**src/rtl/calendar_sequencer.sv**
```systemverilog
// ============================================================================
// Module      : calendar_sequencer
// Description : Day/month/year calendar with load validation and tick advance.
//               Optional macro LEAP_YEAR_EN enables 29-day February when
//               year[1:0] == 2'b00.
// Revision    : 1.0 - initial release
// ============================================================================
`default_nettype none

module calendar_sequencer #(
   parameter int YEAR_MAX = 99
) (
   input  logic       clk,
   input  logic       rst,
   input  logic       load,
   input  logic [4:0] load_day,
   input  logic [3:0] load_month,
   input  logic [6:0] load_year,
   input  logic       tick,
   output logic [4:0] day,
   output logic [3:0] month,
   output logic [6:0] year,
   output logic [1:0] month_type,
   output logic       valid,
   output logic       error,
   output logic       month_end,
   output logic       year_end
);

   localparam logic [1:0] S_IDLE     = 2'd0;
   localparam logic [1:0] S_RUN      = 2'd1;
   localparam logic [1:0] S_ERR      = 2'd2;
   localparam logic [6:0] C_YEAR_MAX = 7'(YEAR_MAX);

   logic [1:0] r_state;
   logic [4:0] r_day;
   logic [3:0] r_month;
   logic [6:0] r_year;
   logic [1:0] r_month_type;
   logic       r_month_end;
   logic       r_year_end;

   logic       w_ld_leap;
   logic       w_cur_leap;
   logic       w_ld_legal;
   logic [4:0] w_ld_dim;
   logic [4:0] w_cur_dim;
   logic [3:0] w_next_month;

   function automatic logic [4:0] f_days_in(input logic [3:0] m, input logic leap);
      case (m)
         4'd4, 4'd6, 4'd9, 4'd11: f_days_in = 5'd30;
         4'd2:                    f_days_in = leap ? 5'd29 : 5'd28;
         default:                 f_days_in = 5'd31;
      endcase
   endfunction

   // 00 = 30-day, 01 = 31-day, 10 = February
   function automatic logic [1:0] f_month_type(input logic [3:0] m);
      case (m)
         4'd4, 4'd6, 4'd9, 4'd11: f_month_type = 2'b00;
         4'd2:                    f_month_type = 2'b10;
         default:                 f_month_type = 2'b01;
      endcase
   endfunction

`ifdef LEAP_YEAR_EN
   assign w_ld_leap  = (load_year[1:0] == 2'b00);
   assign w_cur_leap = (r_year[1:0] == 2'b00);
`else
   assign w_ld_leap  = 1'b0;
   assign w_cur_leap = 1'b0;
`endif

   assign w_ld_dim     = f_days_in(load_month, w_ld_leap);
   assign w_cur_dim    = f_days_in(r_month, w_cur_leap);
   assign w_next_month = (r_month == 4'd12) ? 4'd1 : r_month + 4'd1;

   assign w_ld_legal = (load_month >= 4'd1) && (load_month <= 4'd12) &&
                       (load_day >= 5'd1) && (load_day <= w_ld_dim) &&
                       (load_year <= C_YEAR_MAX);

   always_ff @(posedge clk) begin
      if (rst) begin
         r_state      <= S_IDLE;
         r_day        <= 5'd1;
         r_month      <= 4'd1;
         r_year       <= 7'd0;
         r_month_type <= 2'b01;
         r_month_end  <= 1'b0;
         r_year_end   <= 1'b0;
      end else begin
         r_month_end <= 1'b0;
         r_year_end  <= 1'b0;
         // A load always takes priority; any concurrent tick is dropped.
         if (load) begin
            if (w_ld_legal) begin
               r_state      <= S_RUN;
               r_day        <= load_day;
               r_month      <= load_month;
               r_year       <= load_year;
               r_month_type <= f_month_type(load_month);
            end else begin
               r_state <= S_ERR;
            end
         end else if (tick && (r_state == S_RUN)) begin
            if (r_day < w_cur_dim) begin
               r_day <= r_day + 5'd1;
            end else begin
               r_day        <= 5'd1;
               r_month_end  <= 1'b1;
               r_month      <= w_next_month;
               r_month_type <= f_month_type(w_next_month);
               if (r_month == 4'd12) begin
                  r_year_end <= 1'b1;
                  r_year     <= (r_year == C_YEAR_MAX) ? 7'd0 : r_year + 7'd1;
               end
            end
         end
      end
   end

   assign day        = r_day;
   assign month      = r_month;
   assign year       = r_year;
   assign month_type = r_month_type;
   assign valid      = (r_state == S_RUN);
   assign error      = (r_state == S_ERR);
   assign month_end  = r_month_end;
   assign year_end   = r_year_end;

endmodule

`default_nettype wire

```
**config.mk**
```make
export PLATFORM = sky130hd
export DESIGN_NAME = calendar_sequencer
export DESIGN_NICKNAME = d
export VERILOG_FILES = /design/src/rtl/calendar_sequencer.sv
export SDC_FILE = /design/constraint.sdc
export NUM_CORES = 1
export LEC_CHECK = 0
export ABC_CLOCK_PERIOD_IN_PS = 3000
export CAP_MARGIN = 40
export CELL_PAD_IN_SITES_DETAIL_PLACEMENT = 0
export CELL_PAD_IN_SITES_GLOBAL_PLACEMENT = 2
export CORE_MARGIN = 2
export CORE_UTILIZATION = 28
export DETAILED_ROUTE_END_ITERATION = 12
export MAX_ROUTING_LAYER = met4
export PLACE_DENSITY = 0.91
export REMOVE_ABC_BUFFERS = 1
export SLEW_MARGIN = 20
export SYNTH_ARGS = -nofsm -noshare
export SYNTH_HDL_FRONTEND = slang
export SYNTH_SLANG_ARGS = --single-unit
```
**constraint.sdc**
```tcl
create_clock -name clk -period 3 [get_ports clk]
set_input_delay 0.6 -clock clk [delete_from_list [all_inputs] [get_ports clk]]
set_output_delay 0.6 -clock clk [all_outputs]
set_load 0.03 [all_outputs]
```
; ---- Word level (Yosys, flattened, before mapping)
; Cells that the tools add are included.
[op_classes]
add_sub_neg = 3
magnitude_cmp = 6
n_eq_ne = 21
muxes = 26
bitwise_logic = 1
reduce_logical = 15
[ops]
columns = cell, n
row1 = $mux 7, 6
row2 = $eq 4x4->1 const B, 7
row3 = $eq 4x3->1 const B, 6
row4 = $mux 4, 5
row5 = $mux 5, 4
row6 = $pmux 2 s2, 4
row7 = $reduce_or 4->1, 4
row8 = $eq 4x2->1 const B, 3
row9 = $mux 2, 5
row10 = $add 7x1->7 const B, 1
row11 = $eq 7x7->1 const B, 1
row12 = $le 7x7->1 const B, 1
row13 = $add 5x1->5 const B, 1
row14 = $ge 5x1->1 const B, 1
row15 = $le 5x5->1, 1
row16 = $logic_and 1x1->1, 5
row17 = $lt 5x5->1, 1
row18 = $add 4x1->4 const B, 1
row19 = $ge 4x1->1 const B, 1
row20 = $le 4x4->1 const B, 1
row21 = $reduce_and 4->1, 1
row22 = $reduce_bool 2->1, 2
row23 = $reduce_and 3->1, 1
row24 = $reduce_or 3->1, 1
row25 = 7 further kinds, 8
[totals]
ff_bits = 22
output_inout_bits = 22
word_cells = 79

; ---- Longest topological paths before layout
[logic_depth]
word_depth = 8
ltp_mapped = 10

; ---- Worst setup path after synthesis
; OpenSTA, ideal clock, no wires.
[synth_path]
kind = input -> register
startpoint = in load_month[2]
endpoint = reg r_year[2] (netlist: year[2])
setup_ns = 0.121
arrival_time_ns = 2.650
required_ns = 2.879
path_slack_ns = 0.228
stages = 8
n_path_buf = 1
cell_sequence = nor4b_1 ha_1 nor2b_1 o211ai_1 or4b_4 buf_6 a21o_4 mux2_4
[synth_via]
elab_chain_cells = 8
word_cells_on_any_way = 16
[synth_lines]
columns = element, line
row1 = from (decl), 17  ; input logic [3:0] load_month,
row2 = $eq 4x3->1 or $eq 4x4->1 (tied branches), 51  ; case (m)
row3 = $reduce_or 4->1, 51
row4 = $pmux 2 s2, 51
row5 = $le 5x5->1, 80  ; (load_day >= 5'd1) && (load_day <= w_ld_dim) &&
row6 = $logic_and 1x1->1 (*) (2 in a row), 80
row7 = $ne 2x1->1 (no line) (*), n/a
row8 = $reduce_and 4->1 (no line) (*), n/a
row9 = to (signal assigned), 101  ; r_year <= load_year;
row10 = to (signal assigned), 116  ; r_year <= (r_year == C_YEAR_MAX) ? 7'd0 : r_year + 7'd1;
row11 = to (decl), 38  ; logic [6:0] r_year;
; Every way passes the cells marked *; elsewhere a longest branch is shown, timed or not.
; A chain may end at the register's enable or synchronous reset.

; ---- Worst setup path in the final report
[layout_path]
startpoint = in load_month[1]
endpoint = reg r_month_type[0] (netlist: month_type[0])
[layout_via]
elab_chain_cells = 8
word_cells_on_any_way = 19
[layout_lines]
columns = element, line
row1 = $eq 4x3->1 or $eq 4x4->1 (tied branches), "51, 60"
row2 = $reduce_or 4->1, "51, 60"
row3 = $pmux 2 s2, 51
row4 = $le 5x5->1, 80
row5 = $logic_and 1x1->1 (2 in a row), 80
row6 = $ne 2x1->1 (no line), n/a
row7 = $reduce_and 3->1 (no line), n/a
row8 = to (signal assigned), 102  ; r_month_type <= f_month_type(load_month);
row9 = to (signal assigned), 113  ; r_month_type <= f_month_type(w_next_month);
row10 = to (decl), 39  ; logic [1:0] r_month_type;
; Several ways; a longest one is shown, not always the timed one. The select of a mux whose other input is x is not followed.

==> flow_summary_export.csv <==
group,metric,value,unit
synth,avgSynthCellArea,8.41,sq um
setup_path,startpoint,"load_month[1]",
placement,gp_congestion,0.823,
setup_path,regToRegSetupSlack,350,ps
die,ios,42,
global_routing,use_met2,24.1,%
die,die_w,80.2,microns
global_routing,grt_most_used_layer,"met2",
die,core,5540,sq um
finish,final_core_util,42.5,%
synth,ys_ff_latch,22,
job,cap_violations,0,
cts,holdBufCountCts,0,
finish,final_common_cell,"clkdlybuf4s50_1",
global_routing,grt_use_met3,2.70,%
finish,instances_no_fill,325,
cts,ctsRootBufferMaster,"clkbuf_8",
timing,slew_headroom,64.1,%
synth,yosys_warnings,0,
detailed_routing,ant_nets,0,
timing,fin_crit,2730,ps
global_routing,grt_max_degree,16,
detailed_routing,routed_wl,4950,microns
timing,finClkSkew,5.73,ps
detailed_routing,wl_per_cell,15.2,microns
cts,cts_max_path_buffers,2,
timing,min_period_over_period,91.1,%
synth,async_flop_share,0,%
placement,numPortBuffers,41,
global_routing,grt_pass1_wl,8000,microns
detailed_routing,dr.first_iter.drc_count,98,
cts,cts_tree,"done",
detailed_routing,vias,1712,
synth,synthTopCellsByArea,"dfxtp_1 27%, ha_1 8.5%, nor2_1 3.5%, a22oi_1 3.2%, a21oi_1 3.1%",
synth,synth_top_area_cell,"dfxtp_1",
pwr,total_power,0.836,mW
synth,synth_area,1620,sq um
pwr,irDropWorstVdd,292,uV
setup_path,crit_arrival,2900,ps
placement,place_inst,316,
global_routing,grt_pass1_vias,1605,
die,die_h,80.2,microns
finish,antenna_cells,0,
cts,cts.sink_count,22,
finish,final_cell_mix,"37 x clkdlybuf4s50_1, 23 x buf_4, 22 x dfxtp_1",
detailed_routing,drt-vias-per-instance,5.27,
timing,finalSetupViolCount,0,
min_path,min_to,"r_state[0]",
finish,nFillCells,580,
min_path,hold_depth,2,
finish,nets,285,
synth,yosysSeqAreaShare,27.1,%
synth,synth_edf_count,0,
global_routing,grt.overflow.total,0,
placement,dpl.hpwl,3680,microns
setup_path,required,3170,ps
placement,post-place-ws,-457,ps
timing,setup_tns,0,ps
synth,yosysTopAreaCellShare,27.1,%
min_path,hp-start,"r_state[0]",
setup_path,worstPathMaxFanout,3,
timing,grt_setup_unrepaired,"no",
global_routing,antenna_found_initial,0,
cts,clock_latency,260,ps
global_routing,grt.met1_usage,21.8,%
global_routing,track_usage,15.9,%
timing,worst-slew-pin-transition,534,ps
timing,slew_violations,0,
setup_path,endpoint_kind,"flip-flop",
synth,synth_cell_types,57,
setup_path,worstReg2RegEnd,"day[0]",
status,status,"finished, final reports clean",
pwr,p_leak,0.946,nW
setup_path,critPathKind,"in -> reg",
timing,hold_viol,0,
cts,clk_pin_slew,80,ps
min_path,hold_path_class,"reg -> reg",
pwr,powerDensity,355,nW/um^2
finish,drive_gt1_share,16.2,%
synth,synthFlopType,"dfxtp_1",
detailed_routing,drc_errors,0,
timing,max_clock_freq,0.366,GHz
setup_path,worst_setup_path_start_kind,"input pin",
synth,syn_inst,193,
timing,setup_ws,266,ps
cts,htreeDepth,1,
cts,cts_made_buffers,3,
finish,area_delta_synth_final,45.1,%
setup_path,rr_startpoint,"month[0]",
die,start_util,29.3,%
die,die_area,6430,sq um
setup_path,worstRegToRegCells,9,
die,rows,27,
detailed_routing,dr.pass1.iters,4,
cell type report:
cell class / count / area [sq um] / share of cell area [%]
tap: 72 / 90.1 / 3.82
inverter: 9 / 33.8 / 1.43
clock buffer: 4 / 55.1 / 2.34
sequential: 22 / 440 / 18.7
timing repair buffer: 65 / 604 / 25.6
multi-input combinational: 153 / 1130 / 48.1
worst max-delay path by stage:
stage / end / slack [ps]
2_1_floorplan: year[2] / 230
3_3_place_gp: year[5] / -300
3_5_place_dp: year[5] / -460
4_1_cts: year[5] / 20
5_1_grt: month_type[0] / 170
6_report: month_type[0] / 270
layer usage:
layer / up-vias / wire length (microns)
li1: 865 / -
met1: 795 / 2330
met2: 44 / 2320
met3: 8 / 197
met4: 0 / 110
met5: - / 0
synthesized netlist by cell type, drive strengths merged (2+ instances only):
| cell | n |
|---|---|
| ha | 11 |
| a211oi | 6 |
| inv | 9 |
| nor3 | 8 |
| nand3 | 10 |
| mux2i | 4 |
| a21oi | 10 |
| o311ai | 2 |
| or3 | 2 |
| nor2b | 6 |
| a2111oi | 3 |
| a22oi | 7 |
| o32ai | 3 |
| o211ai | 3 |
| nor2 | 15 |
| a222oi | 2 |
| and3 | 5 |
| and2 | 2 |
| dfxtp | 22 |
| nand2 | 13 |
| nand2b | 2 |
| nor4b | 2 |
| clkbuf | 6 |
| xnor2 | 3 |
| nand4b | 2 |
| mux2 | 3 |
| o221ai | 3 |
| a31o | 3 |
| or2 | 2 |
| a21o | 2 |
| buf | 4 |
state kept, by name (all words and copies together), names as in the netlist:
register	cells
year	7
month_end	1
r_state	2
month_type	2
year_end	1
month	4
day	5
critical path, stage by stage:
cell and delay (ps):
dlymetal6s2s_1 130, buf_4 130, or2_2 290, a2bb2oi_2 160, ha_2 180, nor2b_1 40
o211ai_1 230, buf_4 150, or4b_4 460, a221o_1 350, a21o_1 170
report_power, final:
group | total (mW) | switching, mW | internal, mW | leakage, nW
Sequential | 0.339 | 0.0289 | 0.310 | 0.180
Combinational | 0.282 | 0.143 | 0.139 | 0.737
Clock | 0.215 | 0.0976 | 0.117 | 0.0288
what timing repair did:
| item | 4_1_cts | 5_1_grt |
|---|---|---|
| setup endpoints to repair | 14 | 12 |
| setup buffers | 0 | 4 |
| gates resized for setup | 3 | 7 |
| gates cloned | 0 | 1 |
| pin swaps | 0 | 7 |
stage by stage:
step                area [sq um]  hold slack, ps
global placement            2220             471
global route                2360             524
floorplan                   1570             447
detailed placement          2220             474
CTS                         2300             487
finish                      2360             489
cells by family (layout without fill, tap and decap cells):
logic type	after synthesis	count (layout)	share of synthesized area, %
AND/OR/NAND/NOR	74	75	24.9
AO/OA/AOI/OAI	57	57	27.5
flip-flops	22	22	27.1
buffers and inverters	19	78	5.39
adder cells (fa/ha/maj)	11	11	8.47
multiplexers	7	7	5.01
XOR/XNOR	3	3	1.62
No activity file was read; power rests on OpenSTA's default activity.
